<file path="src/rtl/bcd_pkg.sv">
// Shared types and constants for the sequential binary-to-BCD converter.
package bcd_pkg;

  localparam int unsigned BITS_CONV = 14;
  localparam int unsigned VALOR_MAX = 9999;

  typedef enum logic [1:0] {
    Idle,
    Carga,
    Desloca,
    Fim
  } estado_t;

  typedef struct packed {
    logic [3:0] milhar;
    logic [3:0] centena;
    logic [3:0] dezena;
    logic [3:0] unidade;
  } bcd_t;

endpackage

</file>
<file path="src/rtl/bcd_passo_dabble.sv">
// One double-dabble step: add 3 to every digit >= 5, then shift the four digits left
// taking bit_novo in at the bottom.
module bcd_passo_dabble
  import bcd_pkg::*;
(
  input  bcd_t entrada,
  input  logic bit_novo,
  output bcd_t saida
);

  function automatic logic [3:0] ajusta(input logic [3:0] d);
    return (d >= 4'd5) ? d + 4'd3 : d;
  endfunction

  // Accumulators never exceed 9999, so the bit shifted out of milhar is always 0.
  always_comb begin
    saida = bcd_t'(16'({ajusta(entrada.milhar), ajusta(entrada.centena),
                        ajusta(entrada.dezena), ajusta(entrada.unidade), bit_novo}));
  end

endmodule

</file>
<file path="src/rtl/bcd_conversor_sequencial.sv">
// Two-requester round-robin front end feeding one iterative binary-to-BCD converter
// (sign + four digits, saturating at VALOR_MAX).
module bcd_conversor_sequencial #(
  parameter int unsigned LARGURA   = 32,
  parameter int unsigned BITS_CONV = bcd_pkg::BITS_CONV,
  parameter int unsigned VALOR_MAX = bcd_pkg::VALOR_MAX
) (
  input  logic               clock,
  input  logic               reset,
  input  logic [1:0]         req,
  input  logic [LARGURA-1:0] valor0,
  input  logic [LARGURA-1:0] valor1,
  output logic [1:0]         ack,
  output logic               ocupado,
  output logic               done,
  output logic               dono,
  output logic               sinal,
  output logic [3:0]         milhar,
  output logic [3:0]         centena,
  output logic [3:0]         dezena,
  output logic [3:0]         unidade,
  output logic               overflow
);
  import bcd_pkg::*;

  localparam int unsigned LargCnt = $clog2(BITS_CONV);

  estado_t              estado;
  logic [LARGURA-1:0]   valor_q;
  logic [LARGURA-1:0]   magnitude;
  logic                 vencedor;
  logic                 vencedor_q;
  logic                 ptr_q;
  logic                 sinal_q;
  logic                 sat_q;
  logic [BITS_CONV-1:0] src_q;
  logic [LargCnt-1:0]   cnt_q;
  bcd_t                 acc_q;
  bcd_t                 passo;

  // Contention goes to ptr_q, which always names the requester not granted last.
  always_comb begin
    vencedor = (req == 2'b11) ? ptr_q : req[1];
  end

  always_comb begin
    magnitude = valor_q[LARGURA-1] ? (~valor_q + LARGURA'(1)) : valor_q;
  end

  assign ocupado = (estado != Idle);

  bcd_passo_dabble u_passo (
    .entrada  (acc_q),
    .bit_novo (src_q[BITS_CONV-1]),
    .saida    (passo)
  );

  always_ff @(posedge clock or posedge reset) begin
    if (reset) begin
      estado     <= Idle;
      valor_q    <= '0;
      vencedor_q <= 1'b0;
      ptr_q      <= 1'b0;
      sinal_q    <= 1'b0;
      sat_q      <= 1'b0;
      src_q      <= '0;
      cnt_q      <= '0;
      acc_q      <= '0;
      ack        <= 2'b00;
      done       <= 1'b0;
      dono       <= 1'b0;
      sinal      <= 1'b0;
      overflow   <= 1'b0;
      milhar     <= 4'd0;
      centena    <= 4'd0;
      dezena     <= 4'd0;
      unidade    <= 4'd0;
    end else begin
      unique case (estado)
        Idle: begin
          if (req != 2'b00) begin
            valor_q    <= vencedor ? valor1 : valor0;
            vencedor_q <= vencedor;
            ptr_q      <= ~vencedor;
            ack        <= vencedor ? 2'b10 : 2'b01;
            estado     <= Carga;
          end
        end
        Carga: begin
          ack     <= 2'b00;
          sinal_q <= valor_q[LARGURA-1];
          if (magnitude > LARGURA'(VALOR_MAX)) begin
            sat_q <= 1'b1;
            src_q <= BITS_CONV'(VALOR_MAX);
          end else begin
            sat_q <= 1'b0;
            src_q <= magnitude[BITS_CONV-1:0];
          end
          acc_q  <= '0;
          cnt_q  <= LargCnt'(BITS_CONV - 1);
          estado <= Desloca;
        end
        Desloca: begin
          acc_q <= passo;
          src_q <= src_q << 1;
          if (cnt_q == '0) begin
            // Last step: publish the step result directly so done and digits rise together.
            milhar   <= passo.milhar;
            centena  <= passo.centena;
            dezena   <= passo.dezena;
            unidade  <= passo.unidade;
            sinal    <= sinal_q;
            overflow <= sat_q;
            dono     <= vencedor_q;
            done     <= 1'b1;
            estado   <= Fim;
          end else begin
            cnt_q <= cnt_q - 1'b1;
          end
        end
        Fim: begin
          done   <= 1'b0;
          estado <= Idle;
        end
        default: estado <= Idle;
      endcase
    end
  end

endmodule

</file>
<file path="config.mk">
export PLATFORM = sky130hd
export DESIGN_NAME = bcd_conversor_sequencial
export DESIGN_NICKNAME = d
export VERILOG_FILES = /design/src/rtl/bcd_pkg.sv /design/src/rtl/bcd_passo_dabble.sv /design/src/rtl/bcd_conversor_sequencial.sv
export SDC_FILE = /design/constraint.sdc
export NUM_CORES = 1
export LEC_CHECK = 0
export ABC_AREA = 1
export CAP_MARGIN = 10
export CORE_UTILIZATION = 26
export CTS_BUF_LIST = sky130_fd_sc_hd__clkbuf_16
export DETAILED_ROUTE_END_ITERATION = 6
export DONT_BUFFER_PORTS = 1
export GPL_TIMING_DRIVEN = 0
export SLEW_MARGIN = 20
export SYNTH_ARGS = -nofsm -noshare
export SYNTH_HDL_FRONTEND = slang
export SYNTH_SLANG_ARGS = --single-unit
</file>
<file path="constraint.sdc">
create_clock -name clock -period 3.39 [get_ports clock]
set_clock_uncertainty 0.05 [all_clocks]
set_input_delay 1.017 -clock clock [delete_from_list [all_inputs] [get_ports clock]]
set_output_delay 1.017 -clock clock [all_outputs]
set_load 0.01 [all_outputs]
</file>
Yosys cells after proc, flatten, opt, wreduce, memory -nomap -nowiden

Cells that the tools add are included.
Widths: inputs -> output; s select.

Flip-flop bits (word level): 94
Bits in latches: 0
RAM bits: 0
Bits in read-only memories: 0
Input bits: 68
Output and inout port bits: 23
Word-level logic and storage cells: 75
Memories: 0

$add $sub $neg: 6
Multipliers: 0
Divide/modulo/power cells: 0
Magnitude comparators: 5
Equality and inequality tests: 7
Shift-type cells: 0
Multiplexer cells: 21
Bitwise operators: 2
Reductions and logical operators: 13

Operators by type and width:

| kind                  | count |
|---|---|
| $mux 32               | 2 |
| $add 32x1->32 const B | 1 |
| $gt 32x14->1 const B  | 1 |
| $not 32->32           | 1 |
| $pmux 16 s2           | 1 |
| $pmux 14 s2           | 1 |
| $ge 4x3->1 const B    | 4 |
| $mux 4                | 4 |
| $mux 14               | 1 |
| $add 4x2->4 const B   | 3 |
| $reduce_and 2->1      | 6 |
| $reduce_bool 2->1     | 5 |
| $mux 2                | 4 |
| $pmux 2 s4            | 1 |
| $pmux 4 s2            | 1 |
| $eq 2x2->1 const B    | 3 |
| $ne 2x2->1 const B    | 3 |
| $logic_not 4->1       | 1 |
| $pmux 2 s2            | 1 |
| $sub 4x1->4 const B   | 1 |
| $add 3x2->3 const B   | 1 |
| $mux 1                | 3 |
| $mux 3                | 1 |
| $eq 2x1->1 const B    | 1 |
| other kinds (3)       | 3 |

Longest topological paths before layout

Gate-level depths: netlist (run 1).

Word-level depth: 6
Gate-level depth with buffers: 16
Gate-level depth less buffers: 16

By module

Synthesis (run 1) repeated with hierarchy kept, for this count alone.

Cells, all modules: 781
Area, all modules: 5,838.1 sq um

By module, submodules not included:

| module                   | instances | cells an instance | area each (sq um) | seq. area each (sq um) |
|---|---|---|---|---|
| bcd_conversor_sequencial | 1         | 696               | 5,361.4           | 2,352.3 |
| bcd_passo_dabble         | 1         | 85                | 476.7             | 0.0 |

Worst setup path after synthesis (run 1)

No wires, ideal clock.

Path type: input port to flip-flop
Start: in req[1]
End: reg valor_q[0]
Library setup time: 0.143 ns
Data arrival time: 2.086 ns
Required time: 3.197 ns
Slack: 1.112 ns
Stages: 6
Path buffers: 2
Path through: inv_1 a21oi_1 or2_1 clkbuf_1 clkbuf_1 o221ai_1

Word-level cells in the longest chain between the ends: 3
Elaborated cells between the ends (all ways): 5
Classes of those cells: eq/ne (1); mux (2); reduce/logical (2)

Ends and longest elaborated chain:

| element              | line                           | RTL |
|---|---|---|
| from (decl)          | bcd_conversor_sequencial.sv:10 | `input logic [1:0] req,` |
| $eq 2x2->1           | bcd_conversor_sequencial.sv:43 | `vencedor = (req == 2'b11) ? ptr_q : req[1];` |
| $mux 1               | bcd_conversor_sequencial.sv:43 |  |
| $mux 32              | bcd_conversor_sequencial.sv:82 | `valor_q <= vencedor ? valor1 : valor0;` |
| to (signal assigned) | bcd_conversor_sequencial.sv:82 |  |
| to (decl)            | bcd_conversor_sequencial.sv:29 | `logic [LARGURA-1:0] valor_q;` |

Parallel ways exist; a longest one is shown, timed or not.
A chain may end at the register's enable or synchronous reset.

Final worst setup path (run 1)

Start: reg estado[1]
End: reg valor_q[1]

Word-level cells in the longest chain between the ends: 2

Ends and longest elaborated chain:

| element                    | line                            | RTL |
|---|---|---|
| from (decl)                | bcd_conversor_sequencial.sv:28  | `estado_t estado;` |
| from (signal assigned)     | bcd_conversor_sequencial.sv:60  | `estado <= Idle;` |
| from (signal assigned)     | bcd_conversor_sequencial.sv:86  | `estado <= Carga;` |
| from (signal assigned)     | bcd_conversor_sequencial.sv:101 | `estado <= Desloca;` |
| $logic_not 2->1            | bcd_conversor_sequencial.sv:79  | `unique case (estado)` |
| $reduce_and 2->1 (no line) | --                              |  |

No other way between the ends.

==> results.txt, run 1 <==
For this design the ratio of total power to cell area is 941 nW/µm². The pin count of the biggest net entering global routing is 30. The tool flagged a number of max-cap violations equal to 0. Leaving out fill and tap cells, the most frequent cell in the layout is nand2_1. Net switching is between 40 and 50% of the power. Registers are responsible for 32.3% of the overall power. The most repeated library cell on the critical path is inv_1.

The standby leakage power is 2.94 nW. Of the total power, the clock network draws a little under a fifth. The detail route stage leaves a number of antenna-violating nets equal to 0. The floorplan die area is approximately 22,000 µm². In this run, the combinational gates consume between 40% and 50% of the power. After synthesis, the largest family of logic cells by area is simple AND/OR/NAND/NOR gates.

The worst setup path is captured at a flip-flop. The total setup violations reported at the end of the flow came out at 0. The starting density of the core is 26.5%. Among all stages on the critical path, the largest delay is contributed by clkbuf_1. The clock transition time at the flip-flop clock pins of the worst setup and hold paths is about 70 ps. The tree is rooted in a clkbuf_16.

Data arrives at the worst endpoint at approximately 2900 ps. In the routed design, unresolved DRC markers number 0. The placed instances occupy a cell area of between 5000 and 6000 µm².

The final routed wire length divided by cell count came out at about 14 µm. In this design, the stage delay of the slowest critical-path cell is 470 ps. The count of pins on the block boundary is 91. The cell-internal power is approximately 0.0031 W. Setup total negative slack on the finished layout was measured at 0 ps. The maximum fanout encountered on the critical timing path came out at 10. The xor and xnor area share after synthesis came out at 2.36%. The adder-cell share of the synthesized area is about 3.1%. The post-route cell area is about 6300 µm². The average instance in the mapped netlist occupies ~7.6 µm². The number of sinks on the clock net is 94.

The post-synthesis instance total came out at roughly 740. On the final layout, the worst hold slack is approximately 430 ps. The worst IR drop on VDD came out at between 0.0003 and 0.0004 V.

The number of synthesized register bits is 94. The area of the mapped netlist is 5570 µm². The mean number of vias per cell is approximately 4.6. The worst setup path is launched from a flip-flop. No sink is reached through more buffers than the 2 on the longest clock path. The library cells used most frequently in the layout, excluding fill and tap cells, are nand2_1 (179), inv_1 (103), dfrtp_1 (94). The core region is approximately 21,000 µm². The fraction of the yosys area taken by sequential cells is approximately 42%. After synthesis, the share of cell area in mux cells is 0%. The net count of the finished layout is between 800 and 900. The total CTS buffers came out at 9. On the critical path the largest part of the delay comes from buffers and inverters.

The run finished with clean final reports. The number of pins exceeding their max-slew limit in the final report came out at 0. The detailed router placed between 4,000 and 5,000 vias in this run. The post-CTS repair timing setup buffer count is 0. The critical path goes through inv_1 -> ha_1 -> buf_2 -> inv_1 -> a21oi_1 -> inv_1 -> or2_1 -> clkbuf_1 -> clkbuf_1 -> o221ai_1. The wire length reported by the detailed router came out at approximately 15 mm. At the later pin of the worst-skew pair, clock insertion delay measures roughly 360 ps. The unique cell type count in the Yosys netlist is 38. The detailed router finished its first iteration with roughly 190 violations. The number of antenna diodes is 0. The basic-gate share of the synthesized area counting and, or, nand and nor cells is about 28%. Routability-driven placement finished with a final weighted congestion of 0.917. The vertical die dimension came out at between 100 and 150 µm. The post-synth net total is around 800.

The wire length of the first global-routing pass came out at 24.4 mm. The min-delay analysis places its worst path in the category flip-flop to flip-flop. The initial antenna violation count is 0. The global route total overflow came out at 0. The first-pass iteration count of the detailed router came out at 4.

The die is roughly 150 µm wide. The transition time of the tightest slew-check pin came out at between 600 and 700 ps. The combined buffer and inverter count along the critical path came out at 6. Setup repair after global routing left no endpoint under its margin. The hold violation count in the final report came out at 0. The number of instances resized during post-cts repair is 0. The analysis attributes to net switching a power of 0.00281 W. Yosys printed 0 warnings. The proportion of layout cells with a drive suffix above 1 is roughly 8.7%. The part of the cycle the worst path needs came out at ~80%. The H-tree was split into 3 levels. The area added between synthesis and finish came out at 13.3%. The number of buffers inserted by hold repair at cts came out at 0. The via count of the first global-routing pass is between 4,000 and 5,000. The row count came out at between 50 and 60. The fmax is 0.368 GHz. The data required time at the worst endpoint came out at 3540 ps.

The startpoint-to-endpoint class of the critical path is flip-flop to flip-flop. The post-synthesis compound-gate area fraction came out at 14.9%. Measured against its own limit, the worst slew margin works out to a little over half. The number of I/O port buffers is 0. In the global route stage, overall resource usage came out at 14.1%. The sum of net half-perimeters after detailed placement is approximately 11 mm. The post-route minimum period is approximately 2700 ps. TritonCTS built the clock tree.
==> final timing paths <==
check | slack (ps) | end | depth (start not counted) | startpoint
min in group asynchronous | 540 | valor_q[3] | 1 | reset
setup reg to reg | 670 | valor_q[1] | 10 | estado[1]
setup / recovery | 670 | valor_q[1] | 10 | estado[1]
hold / removal | 430 | src_q[9] | 2 | src_q[9]
max in group asynchronous | 2060 | valor_q[27] | 3 | reset
hold reg to reg | 430 | src_q[9] | 2 | src_q[9]
==> metrics by stage <==
stage	total power [W]	setup WS, ps	std cells	utilization [%]
3_3_place_gp	0.00479	454	1012	28.1
6_report	0.00593	671	1031	30.0
2_1_floorplan	0.00406	1110	737	-
4_1_cts	0.00599	665	1031	30.0
3_5_place_dp	0.00485	432	1015	28.5
5_1_grt	0.00651	408	1031	30.0
==> Yosys cell counts (all sizes together) <==
cell | count | share of area (%)
nand2 | 188 | 13
o22ai | 17 | 1.9
o21bai | 6 | 1.2
inv | 106 | 7.1
o31ai | 1 | 0.13
nor2 | 80 | 6.8
a31oi | 1 | 0.11
nand4 | 5 | 0.56
xor2 | 13 | 2.0
a211oi | 1 | 0.13
and2 | 1 | 0.11
a21oi | 10 | 0.90
or2 | 4 | 0.45
a22oi | 1 | 0.13
xnor2 | 2 | 0.31
a21o | 1 | 0.13
o211ai | 15 | 2.0
o21ai | 58 | 5.2
ha | 14 | 3.1
o221ai | 18 | 2.8
nand3b | 3 | 0.40
buf | 4 | 0.40
nor3 | 3 | 0.27
nand3 | 66 | 6.3
clkinv | 2 | 0.13
dfrtp | 94 | 42
clkbuf | 22 | 1.5
a2bb2oi | 1 | 0.16
==> tightest hold or removal path, delay by kind of cell, from the launching register on <==
kind	cells	cell delay (ps)
simple gates	2	100
flops	1	350
==> area by class of cell <==
type / count / area (µm²)
tap: 275 / 344
inverter: 108 / 409
multi-input combinational: 509 / 2710
timing repair buffer: 3 / 67.6
clock inverter: 7 / 97.6
buffer: 26 / 105
clock buffer: 9 / 225
sequential: 94 / 2350
fill: 2296 / 14700
==> sequential cells by signal, indices dropped and copies added, names as in the netlist <==
name / count
vencedor_q: 1
ptr_q: 1
sat_q: 1
ack: 2
unidade: 4
milhar: 4
acc_q: 16
cnt_q: 4
done: 1
valor_q: 32
sinal_q: 1
dezena: 4
src_q: 14
sinal: 1
centena: 4
overflow: 1
dono: 1
estado: 2
==> per-layer routing <==
layer	GRT usage [%]	share of wire, %	vias to the layer above
li1	-	-	2424
met1	18.6	49	2215
met2	22.9	46	108
met3	3.59	4.3	7
met4	3.71	0.70	0
met5	0	0	-
==> cell families (layout without fill, tap and decap cells) <==
kind of cell             after synthesis  count (layout)
XOR/XNOR                              15              15
buffers and inverters                134             153
flip-flops                            94              94
AND/OR/NAND/NOR                      350             350
adder cells (fa/ha/maj)               14              14
AO/OA/AOI/OAI                        130             130
==> power by group through the flow <==
stage               Combinational (W)  Sequential [W]  Clock [W]
global placement              0.00287         0.00193          0
global route                  0.00334         0.00197    0.00120
floorplan                     0.00226         0.00180          0
CTS                           0.00292         0.00192    0.00115
finish                        0.00289         0.00192    0.00112
detailed placement            0.00291         0.00194          0
Note: power is estimated with default switching activity, not from simulation.
==> run 2: changes to the inputs <==
==> constraint.sdc (replaced) <==
create_clock -name clock -period 2.51 [get_ports clock]
set_clock_uncertainty 0.05 [all_clocks]
set_input_delay 0.753 -clock clock [delete_from_list [all_inputs] [get_ports clock]]
set_output_delay 0.753 -clock clock [all_outputs]
set_load 0.01 [all_outputs]
==> run 2 against run 1 <==
Net effect: via count is 0.25% higher; flip-flop and latch count unchanged; clock power increased by 35%; critical path type is now flip-flop to output pin; critical endpoint is now ocupado.
==> results.txt, run 2 (synthesis results as in run 1) <==
The via count of the first global-routing pass is approximately 4,800. The number of pins exceeding their max-slew limit in the final report is 0. The flow ran to the end, and the final reports show no timing, DRC or antenna violations. The arrival time at the worst endpoint is ~1500 ps. The mean number of vias per cell is ~4.6.

The final routed wire length divided by cell count is 14.1 µm. The post-route minimum period came out at around 2300 ps. The number of violations reported at the end of detailed-routing iteration 0 is about 210. The starting density of the core came out at 26.5%. The area added between synthesis and finish came out at 13.6%. The first-pass iteration count of the detailed router is 5.

Measured along the x axis, the die boundary spans about 150 µm. The worst path uses approximately 92% of the clock period. The layout filler cell count came out at approximately 2,300.

In the final layout, the registers with the most flip-flops are valor_q: 32 flops, acc_q: 16 flops, src_q: 14 flops. The net count of the finished layout is between 800 and 900. The setup path with the least slack is of type flip-flop to output pin. In this run the clock root is driven by a clkbuf_16. The sort of element at the start of the critical path is a flip-flop. Global routing consumed, over all layers together, around 14% of the routing resources. The worst IR drop on VDD is around 0.00045 V. The max-cap violation count is 0. The wire length of the first global-routing pass came out at approximately 24 mm. Across all hold checks on the routed design, the worst slack comes to 268 ps. The buffer depth of the longest clock path is 2. For this run, the top clock speed supported by timing is 0.434 GHz. For this run, the slowest stage of the critical path takes approximately 430 ps. Measured against its own limit, the worst slew margin works out to 53.3%.

The combined buffer and inverter count along the critical path is 3. The global placement routability congestion is 0.917. Dividing total power by cell area gives a power density of 1270 nW/µm². The sum of net half-perimeters after detailed placement came out at about 11 mm.

The pin count of the biggest net entering global routing is 30. The floorplan step defined a core boundary enclosing roughly 21,000 µm². TritonCTS built the clock tree.

The final critical-path setup slack is roughly 210 ps. The total setup violations reported at the end of the flow came out at 0. For the worst-skew pair, the clock arrives at the later sink with an insertion delay of around 360 ps.

Among cell families on the critical path, the largest total delay comes from buffers and inverters. The number of flip-flops in the largest register came out at 32. The hold violation count in the final report came out at 0. The wire length reported by the detailed router came out at 14.5 mm. Among the stages of the critical path, the cell type that occurs most often is inv_1. The number of instances resized during post-cts repair is 5. The number of sinks on the clock net is 94. The kind of end point of the critical path is an output pin. Setup repair after global routing left no endpoint under its margin. The data required time at the worst endpoint came out at about 1700 ps. The maximum fanout encountered on the critical timing path is 7.

The number of I/O port buffers came out at 0. The total CTS buffers is 9. The pre-CTS setup slack is -197 ps. The count of nets left with antenna violations after detail routing came out at 0. The vertical die dimension is ~150 µm.

The transition time of the tightest slew-check pin is around 700 ps. 0 antenna diodes ended up in the layout. The floorplan step defined a die boundary enclosing 22,000 µm².

The initial antenna violation count is 0. The post-CTS repair timing setup buffer count is 0. After global routing the overflow that remains totals 0. Traced cell by cell, the critical path runs through inv_1 -> ha_1 -> buf_2 -> inv_1. The post-route cell area came out at ~6300 µm². The H-tree level count came out at 3. The count of vias placed by the detailed router came out at between 4,000 and 5,000.

The total power of the final layout came out at 0.00804 W. The standby leakage power is 2.95 nW. Leaving out fill and tap cells, the most frequent cell in the layout is nand2_1. The proportion of layout cells with a drive suffix above 1 is 9.95%. The clock transition time at the flip-flop clock pins of the worst setup and hold paths came out at 70 ps. The count of pins on the block boundary is between 90 and 100. The slowest stage of the critical path is the dfrtp_1 cell.

The top cell types in the final layout, fill and taps aside, are nand2_1 (179), inv_1 (103), dfrtp_1 (94). The worst hold path belongs to the class primary input to async pin. For this design, the CTS-stage hold fixing added 0 buffers. The top register by number of flip-flops is valor_q.

After detailed placement, the total cell area comes to roughly 6000 µm². The final routed DRC violation total came out at 0. The initialized floorplan defines 53 standard-cell rows.
[run 2: metrics by stage]
step / std cells / util, % / setup TNS (ps)
6_report: 1029 / 30.1 / 0
5_1_grt: 1029 / 30.1 / 0
4_1_cts: 1030 / 30.0 / 0
3_5_place_dp: 1015 / 28.5 / -4240
3_3_place_gp: 1012 / 28.1 / -2920
2_1_floorplan: 737 / - / 0
[run 2: area by class of cell]
type                            count  area [µm²]  area share, %
Tap cell                          275         344           5.44
Multi-Input combinational cell    509        2730           43.1
Sequential cell                    94        2350           37.2
Timing Repair Buffer                3        67.6           1.07
Inverter                          108         413           6.53
Clock inverter                      7        97.6           1.54
Buffer                             24         101           1.60
Clock buffer                        9         225           3.56
[run 2: routing by layer]
metal / wire (µm) / track usage (%)
met5: 0 / 0
met4: 112 / 3.71
met3: 651 / 3.59
met2: 6720 / 23.0
met1: 7040 / 18.6
[run 2: report_power, final]
group / internal (W) / total, W / switching (W)
Sequential: 0.00204 / 0.00259 / 0.000550
Combinational: 0.00132 / 0.00394 / 0.00262
Clock: 0.000877 / 0.00151 / 0.000635
[run 2: worst paths after layout]
kind	start	endpoint	slack, ps	cells past startpoint
min in group clock	src_q[9]	src_q[9]	430	2
max in group asynchronous	reset	valor_q[27]	1450	3
hold / removal	reset	valor_q[3]	270	1
hold reg to reg	src_q[9]	src_q[9]	430	2
setup / recovery	estado[1]	ocupado	210	4
setup reg to reg	estado[0]	valor_q[1]	220	9
==> run 3: changes to the inputs <==
--- a/config.mk
+++ b/config.mk
@@ -6,13 +6,12 @@
 export NUM_CORES = 1
 export LEC_CHECK = 0
 export ABC_AREA = 1
-export CAP_MARGIN = 10
+export CAP_MARGIN = 20
 export CORE_UTILIZATION = 26
 export CTS_BUF_LIST = sky130_fd_sc_hd__clkbuf_16
 export DETAILED_ROUTE_END_ITERATION = 6
 export DONT_BUFFER_PORTS = 1
 export GPL_TIMING_DRIVEN = 0
-export SLEW_MARGIN = 20
 export SYNTH_ARGS = -nofsm -noshare
 export SYNTH_HDL_FRONTEND = slang
 export SYNTH_SLANG_ARGS = --single-unit
==> run 3 against run 2 <==
Net effect: flip-flop and latch count stayed put; sequential share of layout area grew 0.35 points; setup slack about the same; critical path type is now flip-flop to flip-flop; largest cell class unchanged; largest power group unchanged.
==> results.txt, run 3 (synthesis results as in run 1) <==
The number of flip-flops in the largest register is 32. The wire length reported by the detailed router is 14.5 mm. The sort of element at the start of the critical path is a flip-flop. The hold violation count in the final report came out at 0. Setup repair after global routing left no endpoint under its margin. The pin count of the biggest net entering global routing came out at 42. The number of pins exceeding their max-slew limit in the final report is 0. Leaving out fill and tap cells, the most frequent cell in the layout is nand2_1. The via count of the first global-routing pass came out at approximately 4,800.

The power share of the sequential group is between 30% and 40%. For this run, design rule violations remaining after detail routing come to 0. The ratio of total power to cell area came out at ~1300 nW/µm². The min-delay analysis places its worst path in the category primary input to async pin. The clock transition time at the flip-flop clock pins of the worst setup and hold paths is about 70 ps. After detailed routing, the average wire length per cell comes to roughly 14 µm. The starting density of the core came out at a little over a quarter.

The H-tree level count came out at 3. In this design, the largest share of critical-path delay is due to buffers and inverters. The proportion of layout cells with a drive suffix above 1 came out at a little under a tenth. The maximum fanout encountered on the critical timing path came out at 10.

The critical path goes through inv_1 -> ha_1 -> buf_2 -> inv_1 -> a21oi_2 -> inv_1 -> or2_4 -> clkbuf_2 -> o211ai_1. The sum of net half-perimeters after detailed placement is about 11 mm. The final layout contains between 800 and 900 nets.

The library cells used most frequently in the layout, excluding fill and tap cells, are nand2_1 (179), inv_1 (103), dfrtp_1 (94). The post-route minimum period is between 2000 and 2500 ps. Compared with the post-synthesis result, the final layout area differs by 12.5%. The fmax is about 0.43 GHz. Max-cap violations in this run came to 0. The total setup violations reported at the end of the flow is 0. The flow ran to the end, and the final reports show no timing, DRC or antenna violations. The analysis attributes to cell leakage a power of between 2 and 3 nW. Global routing consumed, over all layers together, between 10% and 20% of the routing resources. Across the whole layout, storage elements account for approximately 2400 µm².

Together, buffers and inverters on the worst path number 5. The latest clock arrival within the worst-skew pair came out at ~360 ps. The cell-internal power is roughly 0.0041 W. For this run the aggregate overflow at the end of global routing stands at 0.

The floorplan die area is approximately 22,000 µm². The layout has about 2,300 filler cells. The most repeated library cell on the critical path is inv_1.

At the end of the flow the core is filled with cells to 29.8%. The share of total power in combinational logic came out at between 40% and 50%. The net switching fraction of the power came out at roughly half. The row count came out at 53. The mean number of vias per cell came out at around 4.7. The largest single stage delay on the critical path is 400 ps. For the worst setup path, the data required time is around 2700 ps. The critical-path cell with the highest stage delay is dfrtp_1.

The first global-routing pass estimated 24.2 mm of wire. The number of I/O port buffers came out at 0. After routing the design area is between 6000 and 7000 µm².

The arrival time at the worst endpoint is ~2500 ps. The largest registers in the layout are valor_q: 32 flops, acc_q: 16 flops, src_q: 14 flops. No sink is reached through more buffers than the 2 on the longest clock path.

The transition time of the tightest slew-check pin is 711 ps. Once detail routing completed, the nets flagged for antenna violations numbered 0. The placed instances occupy a cell area of ~6000 µm². The part of the cycle the worst path needs is just over 90%. The initial antenna violation count came to 0. The count of vias placed by the detailed router is between 4,000 and 5,000. The floorplan step defined a core boundary enclosing between 20,000 and 25,000 µm². The cell chosen for the clock root is clkbuf_16.

TritonCTS built the clock tree. The clock network fraction of design power came out at between 15 and 20%. Routability-driven placement finished with a final weighted congestion of around 0.92. The switching power total is 0.00383 W. After layout, the design draws a total of around 0.008 W. The number of sinks on the clock net came out at 94. On the final layout, the worst hold slack is a little under 300 ps. The number of antenna diodes is 0. The critical path is of the flip-flop to flip-flop type. The first-pass iteration count of the detailed router came out at 4. The total CTS buffers is 9. 91 I/O pins were placed. The detailed router finished its first iteration with ~220 violations.

The worst setup path is captured at a flip-flop. In this run the horizontal extent of the chip is 148 µm. The worst IR drop on VDD came out at 0.000508 V. Measured along the y axis, the die boundary spans 148 µm. The area of the multi-input gates came out at approximately 2700 µm².

More flip-flops sit in one register than any other, and that register is valor_q. The tightest slew margin relative to the limit is 52.6%.
## run 3: changes by cell type in the layout (fill, tap and decap cells not counted), sizes merged
cell and delta:
clkinvlp -1, clkinv +2, buf -3, bufinv -1
clkbuf +2
## run 3: area by class of cell
type                            count  area share, %
Clock inverter                      7           1.16
Sequential cell                    94           37.5
Buffer                             24           1.62
Timing Repair Buffer                2          0.639
Multi-Input combinational cell    509           43.4
Inverter                          108           6.53
Tap cell                          275           5.49
Clock buffer                        9           3.59
## run 3: through the flow
stage                     cells  worst slack, ps  setup TNS (ps)
after floorplan             737              486               0
after global placement     1012             -164           -2920
after detailed placement   1014             -202           -4060
after CTS                  1029             10.2               0
after global routing       1028             5.31               0
final                      1028              208               0
## run 3: power by group through the flow
| stage | sequential (W) | combinational, W | clock (W) |
|---|---|---|---|
| global placement | 0.00260 | 0.00387 | 0 |
| CTS | 0.00259 | 0.00396 | 0.00145 |
| floorplan | 0.00243 | 0.00305 | 0 |
| finish | 0.00258 | 0.00397 | 0.00141 |
| global route | 0.00267 | 0.00454 | 0.00151 |
| detailed placement | 0.00261 | 0.00393 | 0 |
## run 3: worst reg2reg max path, delay by kind of cell, from the launching register on
family          cells  cell delay, ps
fa+ha+maj           1             150
buf+inv             5             880
compound gates      2             430
flops               1             400
simple gates        1             300
## run 3: layer usage
metal	GRT usage (%)	vias to the layer above	share of wire (%)
met1	18.5	2249	48
met5	0	-	0
met4	4.18	0	1.2
met2	22.8	131	46
met3	3.19	9	4.3
li1	-	2427	-
## run 3: worst paths after layout
kind / end / cells after the start / from / slack, ps
min in group clock: src_q[9] / 2 / src_q[9] / 440
worst min register to register: src_q[9] / 2 / src_q[9] / 440
worst max register to register: valor_q[5] / 9 / estado[0] / 210
max in group asynchronous: done / 2 / reset / 1510
worst max-delay path: valor_q[5] / 9 / estado[0] / 210
worst min-delay path: valor_q[3] / 1 / reset / 290
## run 3: what timing repair did
item | in CTS | in global routing
resized for setup | 5 | 4
hold buffers | 0 | 0
setup buffers | 0 | 0
endpoints found under the setup margin | 33 | 48
